--- config.mk ---
export PLATFORM = sky130hd
export DESIGN_NAME = seq_divider_flat
export DESIGN_NICKNAME = d
export VERILOG_FILES = /design/src/rtl/mini_src_pkg.sv /design/src/rtl/seq_divider_if.sv /design/src/rtl/twos_negate.sv /design/src/rtl/seq_divider.sv /design/src/flat_wrapper.sv
export SDC_FILE = /design/constraint.sdc
export NUM_CORES = 1
export LEC_CHECK = 0
export CELL_PAD_IN_SITES_DETAIL_PLACEMENT = 0
export CELL_PAD_IN_SITES_GLOBAL_PLACEMENT = 1
export CORE_MARGIN = 1.5
export CORE_UTILIZATION = 35
export DETAILED_ROUTE_END_ITERATION = 10
export GPL_TIMING_DRIVEN = 0
export PLACE_DENSITY_LB_ADDON = 0.1
export RECOVER_POWER = 100
export SETUP_SLACK_MARGIN = 0.15
export SLEW_MARGIN = 20
export SYNTH_ARGS = -nofsm -noshare
export SYNTH_HDL_FRONTEND = slang
export SYNTH_SLANG_ARGS = --single-unit
export TNS_END_PERCENT = 5
--- constraint.sdc ---
create_clock -name clock -period 4.45 [get_ports clock]
set_input_delay 0.89 -clock clock [delete_from_list [all_inputs] [get_ports clock]]
set_output_delay 0.89 -clock clock [all_outputs]
set_load 0.02 [all_outputs]
--- src/rtl/mini_src_pkg.sv ---
// Shared Mini SRC datapath types: word width, divider FSM states, divider result record.
package mini_src_pkg;

  localparam int WORD_W = 32;

  typedef enum logic [1:0] {
    IDLE,
    ITER,
    FIX,
    DONE
  } div_state_t;

  typedef struct packed {
    logic [WORD_W-1:0] quotient;
    logic [WORD_W-1:0] remainder;
    logic              dbz;
  } div_result_t;

endpackage

--- src/rtl/seq_divider_if.sv ---
// Divider request/response bundle: the control unit is the master, the divider the slave.
interface seq_divider_if #(
  parameter int WIDTH = 32
);
  logic             start;
  logic             signed_op;
  logic [WIDTH-1:0] dividend;
  logic [WIDTH-1:0] divisor;
  logic             busy;
  logic             done;
  logic [WIDTH-1:0] quotient;
  logic [WIDTH-1:0] remainder;
  logic             div_by_zero;

  modport master (
    output start, signed_op, dividend, divisor,
    input  busy, done, quotient, remainder, div_by_zero
  );

  modport slave (
    input  start, signed_op, dividend, divisor,
    output busy, done, quotient, remainder, div_by_zero
  );
endinterface

--- src/rtl/twos_negate.sv ---
// Conditional two's-complement negate, used for operand magnitudes and result sign fix-up.
module twos_negate #(
  parameter int WIDTH = 32
) (
  input  logic             en,
  input  logic [WIDTH-1:0] a,
  output logic [WIDTH-1:0] y
);

  assign y = en ? ('0 - a) : a;

endmodule

--- src/rtl/seq_divider.sv ---
// Multi-cycle restoring shift-subtract divider feeding HI (remainder) / LO (quotient).
// Optional signed support is built only when DIV_SIGNED_EN is defined; otherwise
// signed_op is ignored and every divide is unsigned with identical latency.
module seq_divider
  import mini_src_pkg::*;
#(
  parameter int WIDTH = WORD_W
) (
  input  logic         clock,
  input  logic         clear,
  seq_divider_if.slave bus
);

  localparam int CNT_W = $clog2(WIDTH) + 1;
  localparam logic [CNT_W-1:0] LAST = CNT_W'(WIDTH - 1);

  div_state_t       state, state_nxt;
  logic [CNT_W-1:0] count;
  logic [WIDTH-1:0] rem_q, quo_q, div_q;
  logic [WIDTH-1:0] quotient_q, remainder_q;
  logic             dbz_q;
  logic [WIDTH:0]   trial;
  logic [WIDTH-1:0] a_mag, b_mag, q_fix, r_fix;
  logic             accept, zero_div;

  assign accept   = (state == IDLE) && bus.start;
  assign zero_div = (bus.divisor == '0);

`ifdef DIV_SIGNED_EN
  logic s_a, s_b, q_neg, r_neg;

  assign s_a = bus.signed_op & bus.dividend[WIDTH-1];
  assign s_b = bus.signed_op & bus.divisor[WIDTH-1];

  twos_negate #(.WIDTH(WIDTH)) u_mag_a (.en(s_a),   .a(bus.dividend), .y(a_mag));
  twos_negate #(.WIDTH(WIDTH)) u_mag_b (.en(s_b),   .a(bus.divisor),  .y(b_mag));
  twos_negate #(.WIDTH(WIDTH)) u_fix_q (.en(q_neg), .a(quo_q),        .y(q_fix));
  twos_negate #(.WIDTH(WIDTH)) u_fix_r (.en(r_neg), .a(rem_q),        .y(r_fix));

  // Result signs captured at accept: quotient negative on sign mismatch, remainder follows dividend.
  always_ff @(posedge clock) begin
    if (clear) begin
      q_neg <= 1'b0;
      r_neg <= 1'b0;
    end else if (accept) begin
      q_neg <= s_a ^ s_b;
      r_neg <= s_a;
    end
  end
`else
  assign a_mag = bus.dividend;
  assign b_mag = bus.divisor;
  assign q_fix = quo_q;
  assign r_fix = rem_q;
`endif

  // Trial subtract of the shifted partial remainder; rem < div keeps the result in WIDTH+1 signed range.
  assign trial = {rem_q, quo_q[WIDTH-1]} - {1'b0, div_q};

  // State register.
  always_ff @(posedge clock) begin
    if (clear) state <= IDLE;
    else       state <= state_nxt;
  end

  // Next-state: zero divisor short-circuits straight to DONE.
  always_comb begin
    state_nxt = state;
    case (state)
      IDLE:    if (bus.start) state_nxt = zero_div ? DONE : ITER;
      ITER:    if (count == LAST) state_nxt = FIX;
      FIX:     state_nxt = DONE;
      DONE:    state_nxt = IDLE;
      default: state_nxt = IDLE;
    endcase
  end

  // Operand capture, one restoring step per ITER cycle, result registration in FIX.
  always_ff @(posedge clock) begin
    if (clear) begin
      count       <= '0;
      rem_q       <= '0;
      quo_q       <= '0;
      div_q       <= '0;
      quotient_q  <= '0;
      remainder_q <= '0;
      dbz_q       <= 1'b0;
    end else begin
      case (state)
        IDLE: if (bus.start) begin
          count <= '0;
          rem_q <= '0;
          quo_q <= a_mag;
          div_q <= b_mag;
          dbz_q <= zero_div;
          if (zero_div) begin
            quotient_q  <= '1;
            remainder_q <= bus.dividend;
          end
        end
        ITER: begin
          count <= count + 1'b1;
          if (!trial[WIDTH]) begin
            rem_q <= trial[WIDTH-1:0];
            quo_q <= {quo_q[WIDTH-2:0], 1'b1};
          end else begin
            rem_q <= {rem_q[WIDTH-2:0], quo_q[WIDTH-1]};
            quo_q <= {quo_q[WIDTH-2:0], 1'b0};
          end
        end
        FIX: begin
          quotient_q  <= q_fix;
          remainder_q <= r_fix;
        end
        default: ;
      endcase
    end
  end

  assign bus.busy        = (state != IDLE);
  assign bus.done        = (state == DONE);
  assign bus.quotient    = quotient_q;
  assign bus.remainder   = remainder_q;
  assign bus.div_by_zero = dbz_q;

endmodule
--- src/flat_wrapper.sv ---
// flat-port wrapper written by rule: the top's interface ports become plain ports
module seq_divider_flat import mini_src_pkg::*;
#(
  parameter int WIDTH = WORD_W
)
  (clock, clear, bus_start, bus_signed_op, bus_dividend, bus_divisor, bus_busy, bus_done, bus_quotient, bus_remainder, bus_div_by_zero);
  seq_divider_if #(.WIDTH(WIDTH)) bus_i ();
  input  logic clock;
  input  logic clear;
  input wire logic [$bits(bus_i.start)-1:0] bus_start;
  input wire logic [$bits(bus_i.signed_op)-1:0] bus_signed_op;
  input wire logic [$bits(bus_i.dividend)-1:0] bus_dividend;
  input wire logic [$bits(bus_i.divisor)-1:0] bus_divisor;
  output wire logic [$bits(bus_i.busy)-1:0] bus_busy;
  output wire logic [$bits(bus_i.done)-1:0] bus_done;
  output wire logic [$bits(bus_i.quotient)-1:0] bus_quotient;
  output wire logic [$bits(bus_i.remainder)-1:0] bus_remainder;
  output wire logic [$bits(bus_i.div_by_zero)-1:0] bus_div_by_zero;
  assign bus_i.start = bus_start;
  assign bus_i.signed_op = bus_signed_op;
  assign bus_i.dividend = bus_dividend;
  assign bus_i.divisor = bus_divisor;
  assign bus_busy = bus_i.busy;
  assign bus_done = bus_i.done;
  assign bus_quotient = bus_i.quotient;
  assign bus_remainder = bus_i.remainder;
  assign bus_div_by_zero = bus_i.div_by_zero;
  seq_divider #(.WIDTH(WIDTH)) u_core (.clock(clock), .clear(clear), .bus(bus_i));
endmodule
==> Word level (Yosys, flattened, before mapping) <==
Cells that the tools add are included.
{ "op_classes": {"n_lt_le_gt_ge": 0, "reduce_logical": 9, "shift": 0, "n_div": 0, "add_sub_neg": 2, "n_mux": 18, "n_eq_ne": 7, "bitwise_logic": 0, "n_mul": 0} }
{ "op_table": {"columns": ["op", "count"], "rows": [
  ["case mux 32 bit (2 select lines)", 4],
  ["2-to-1 mux 32 bit", 7],
  ["subtractor 33 x 32 -> 33 bit", 1],
  ["zero test 32 bit", 1],
  ["case mux 6 bit (2 select lines)", 1],
  ["case mux 2 bit (4 select lines)", 1],
  ["adder 6 x 1 -> 6 bit (second input constant)", 1],
  ["== test 6 x 5 -> 1 bit (second input constant)", 1],
  ["2-to-1 mux 2 bit", 3],
  ["2-to-1 mux 6 bit", 1],
  ["AND reduction 2 bit", 3],
  ["nonzero test 2 bit", 3],
  ["== test 2 bit (second input constant)", 2],
  ["inequality test 2 x 1 -> 1 bit (second input constant)", 2],
  ["AND reduction 3 bit", 1],
  ["== test 2 x 1 -> 1 bit (second input constant)", 1],
  ["zero test 2 bit", 1],
  ["inequality test 2 bit (second input constant)", 1],
  ["2-to-1 mux 1 bit", 1]
]} }
{ "word_totals": {"n_memories": 0, "ff_bits": 169, "mem_bits_ro": 0, "inputBits": 68, "ram_bits": 0, "latchBits": 0} }

==> Depth between registers and ports, before layout <==
{ "depth": {"depth_word": 4, "mapped_depth": 14, "ltp_nobuf": 13} }

==> Least setup slack after synthesis <==
No wires, ideal clock.
{ "synth_path": {"path_type": "register -> register", "startpoint": "register u_core.quo_q[31] (netlist: u_core.q_fix[31])", "endpoint": "register u_core.quo_q[0] (netlist: u_core.q_fix[0])", "required_ns": 4.322, "slack_ns": 1.723, "arrival_ns": 2.599, "stages_incl_launch_ff": 14, "setup_ns": 0.128, "cell_sequence": "dfxtp_1 -> inv_1 -> ha_1 -> inv_1 -> fa_1 -> a211oi_1 -> o211a_1 -> nor2_2 -> o2111ai_1 -> a311o_1 -> nor2_4 -> buf_4 -> a222oi_1 -> nor2_1"} }
{ "synth_between": {"elab_chain_cells": 3} }
{ "synth_rtl": {"columns": ["item", "line_no", "text"], "rows": [
  ["start: declaration", "seq_divider.sv:19", "logic [WIDTH-1:0] rem_q, quo_q, div_q;"],
  ["start signal: assignment", "seq_divider.sv:93", "quo_q <= a_mag;"],
  ["start signal: assignment", "seq_divider.sv:105", "quo_q <= {quo_q[WIDTH-2:0], 1'b1};"],
  ["start signal: assignment", "seq_divider.sv:108", "quo_q <= {quo_q[WIDTH-2:0], 1'b0};"],
  ["subtractor 33 x 32 -> 33 bit", "seq_divider.sv:58", "assign trial = {rem_q, quo_q[WIDTH-1]} - {1'b0, div_q};"],
  ["2-to-1 mux 1 bit", "seq_divider.sv:103", "if (!trial[WIDTH]) begin"],
  ["case mux 32 bit (2 select lines)", "seq_divider.sv:89", "case (state)"]
]} }
Every way passes these cells.
A chain may end at the register's enable or synchronous reset.

==> Worst setup path in the final report <==
{ "layout_path": {"startpoint": "input port bus_divisor[27]", "endpoint": "register u_core.remainder_q[13] (netlist: u_core.bus.remainder[13])"} }
{ "layout_between": {"elab_chain_cells": 3} }
{ "layout_rtl": {"columns": ["item", "line_no", "text"], "rows": [
  ["start: declaration", "flat_wrapper.sv:13", "input wire logic [$bits(bus_i.divisor)-1:0] bus_divisor;"],
  ["zero test 32 bit", "seq_divider.sv:27", "assign zero_div = (bus.divisor == '0);"],
  ["inequality test 2 x 1 -> 1 bit (no source line)", null, null],
  ["AND reduction 3 bit (no source line)", null, null],
  ["end signal: assignment", "seq_divider.sv:98", "remainder_q <= bus.dividend;"],
  ["end signal: assignment", "seq_divider.sv:113", "remainder_q <= r_fix;"],
  ["end: declaration", "seq_divider.sv:20", "logic [WIDTH-1:0] quotient_q, remainder_q;"]
]} }
Every way passes these cells.

==> impl_metrics.json <==
{
  "syn_area_per_cell_um2": 8.15,
  "io-pin-count": 135,
  "fmax_ghz": 0.244,
  "area_growth_pct": 26.7,
  "instances_no_fill": 1545,
  "path_cells": "dlygate4sd3_1, nor4_1, nand4_1, nor4_1, and4_1, nand2_1, o21ai_0, clkbuf_1, clkbuf_1, a211oi_1",
  "synthArstFlopShare": 0,
  "gp_congestion": 0.864,
  "post-synth-top-area-cell": "dfxtp_1",
  "drt_pass1_iterations": 5,
  "wl_met1_um": 13400,
  "dp_hpwl_um": 21000,
  "vias_per_cell": 5.15,
  "antenna_found_initial": 1,
  "overflow": 0,
  "cts_hold_buf": 0,
  "drtIter0Drc": 495,
  "drive_above_1_share": 0.0377,
  "worstPathMaxFanout": 10,
  "clock-skew-final_ps": 11.8,
  "cts_tree": "yes",
  "slew_headroom": 0.428,
  "outcome": "finished, final reports clean",
  "utilization": 0.449,
  "fin_crit_ps": 4100,
  "drt_wl_total_um": 26800,
  "placed_cells": 1512,
  "ys_types": 58,
  "ir_drop_uv": 261,
  "crit_type": "input pin to flip-flop",
  "fin_area_mm2": 0.0109,
  "timing.final.crit_share": 0.921,
  "dpl-instance-area_mm2": 0.0103,
  "syn_nets": 1161,
  "core_area_mm2": 0.0242,
  "cts_max_level": 4,
  "synth_top_area_frac": 0.393,
  "synth_edf_count": 0,
  "syn_area_mm2": 0.00860,
  "io_buffers": 133,
  "start_util": 0.355,
  "postCtsSetupRepairBufs": 0,
  "slew_viol_final": 0,
  "wl_per_cell_um": 17.3,
  "end_kind": "flip-flop",
  "die_y_um": 160,
  "insertion_delay_ps": 430,
  "rsz0062_at_grt": "no",
  "reg2reg_from": "u_core.q_fix[31]",
  "critical_path_arrival_ps": 4380,
  "ys_seq_elements": 169,
  "grt_pass1_vias": 7623,
  "fp.dieW_um": 160,
  "ant_nets": 0,
  "crit_start": "bus_divisor[27]",
  "cts-root-buf": "clkbuf_16",
  "highest_layer": "met4",
  "min_path_type": "flip-flop to flip-flop",
  "postCtsResizedCells": 0,
  "hold_start": "u_core.div_q[10]",
  "start_kind": "input pin",
  "cap_viol_max_count": 0,
  "gr-usage-all-layers": 0.212,
  "p_per_area_mw_per_mm2": 684,
  "grt_max_degree": 19,
  "cp_slowest_stage_delay_ps": 640,
  "worst-path-buf-inv": 3,
  "routed-wl-met2_um": 12000,
  "yosysWarnings": 0,
  "row_count": 57,
  "layout.nets": 1313,
  "cp.depth": 10,
  "dieArea_mm2": 0.0255,
  "drcViolationCount": 0,
  "clkTransAtPathRegs_ps": 70,
  "cts_buffer_depth": 2,
  "required_ps": 4730,
  "p_leak_nw": 4.24,
  "grt_pass1_wl_um": 42600,
  "timing.hold.ws_ps": 457,
  "cts_made_buffers": 17,
  "hold_violations": 0,
  "holdPathStages": 2,
  "reg2regPathDepth": 14,
  "synth_cells": 1055,
  "synth-main-ff-cell": "dfxtp_1",
  "worst-slew-pin-transition_ps": 857,
  "wl_met3_um": 959,
  "synth.area.top_cells": "dfxtp_1 (39%), mux2i_1 (6.4%), nand2_1 (5.8%)",
  "vias": 7963,
  "slowest_stage": "nor4_1",
  "p_total_mw": 7.45,
  "seq_area_frac_synth": 0.393,
  "cpLargestDelayFamily": "simple AND/OR/NAND/NOR gates",
  "cts_sinks": 169,
  "setup_viol": 0
}
## metal layers
layer | vias up | global-route usage
li1 | 4057 | -
met3 | 35 | 0.0306
met1 | 3694 | 0.295
met5 | - | 0
met2 | 177 | 0.341
met4 | 0 | 0.0626
## cells by family (layout without fill, tap and decap cells)
group / count (synthesis) / in the layout / synth area share
flops: 169 / 169 / 0.393
xor+xnor: 29 / 29 / 0.0295
simple gates: 333 / 333 / 0.167
other cells: 0 / 1 / 0
mux: 57 / 57 / 0.0666
compound gates: 288 / 288 / 0.222
buf+inv: 141 / 306 / 0.0650
fa+ha+maj: 38 / 38 / 0.0562
## layout make-up
class                      count  area (µm²)
clock buffer                  18         439
buffer                        70         275
fill                        2519       13400
timing repair buffer         133        1330
inverter                      71         267
multi-input combinational    745        4650
clock inverter                14         145
tap                          324         405
sequential                   169        3380
antenna                        1        2.50
## registers in the layout (all words and copies together), names as in the netlist
signal / flops
u_core.div_q: 32
u_core.bus.remainder: 32
u_core.r_fix: 32
u_core.q_fix: 32
u_core.bus.quotient: 32
u_core.bus.div_by_zero: 1
u_core.count: 6
u_core.state: 2
## cell usage after synthesis, types with 5 or more instances
library cell,number
o22ai_1,30
inv_1,71
o211ai_1,5
nor3_1,33
nand4_1,7
xnor2_1,14
buf_2,12
dfxtp_1,169
o21ai_0,43
and3_1,6
nor2_1,114
ha_1,37
nand2_1,132
clkbuf_1,50
and4_1,5
xor2_1,15
o21a_1,5
a31oi_1,5
a2bb2oi_1,6
nor2b_1,8
a21o_1,21
nand2b_1,5
nor4_1,7
nand3_1,5
a211oi_1,44
mux2i_1,55
a311oi_1,33
a21oi_1,68
buf_1,5
## per-stage QoR
step | setup TNS [ps] | setup WS, ps
2_1_floorplan | 0 | 1720
3_3_place_gp | -1710 | -147
3_5_place_dp | -792 | -85.8
4_1_cts | 0 | 319
5_1_grt | 0 | 178
6_report | 0 | 351
## cell usage in the layout, fill, tap and decap left out, types with 6 or more instances in the layout
master	n
dfxtp_1	169
nand2_1	132
nor2_1	116
inv_1	71
dlygate4sd3_1	70
a21oi_1	68
clkdlybuf4s50_1	63
clkbuf_1	60
mux2i_1	55
o21ai_0	44
a211oi_1	44
ha_1	37
nor3_1	33
a311oi_1	33
o22ai_1	30
a21o_1	21
clkbuf_16	17
xor2_1	15
xnor2_1	14
buf_2	8
nor2b_1	8
nand4_1	7
nor4_1	7
and3_1	6
a2bb2oi_1	6
inv_8	6
## tightest hold or removal path: cells and delay by family, from the launching register on
kind               cells  cell delay, ps
and+or+nand+nor        1              50
DFF                    1             310
AOI/OAI and AO/OA      1              50
## path summary, 6_finish.rpt
kind	endpoint	slack, ps
worst max-delay path	u_core.bus.remainder[13]	350
worst min-delay path	u_core.div_q[10]	460
worst max register to register	u_core.r_fix[23]	660
worst min register to register	u_core.div_q[10]	460
## power breakdown
part | total [mW] | leakage [nW] | switching [mW] | internal [mW]
clock network | 1.49 | 0.290 | 0.719 | 0.767
registers | 2.21 | 1.38 | 0.296 | 1.92
logic | 3.75 | 2.57 | 2.19 | 1.56
total | 7.45 | 4.24 | 3.21 | 4.24
Power figures use the tool's default switching activity.
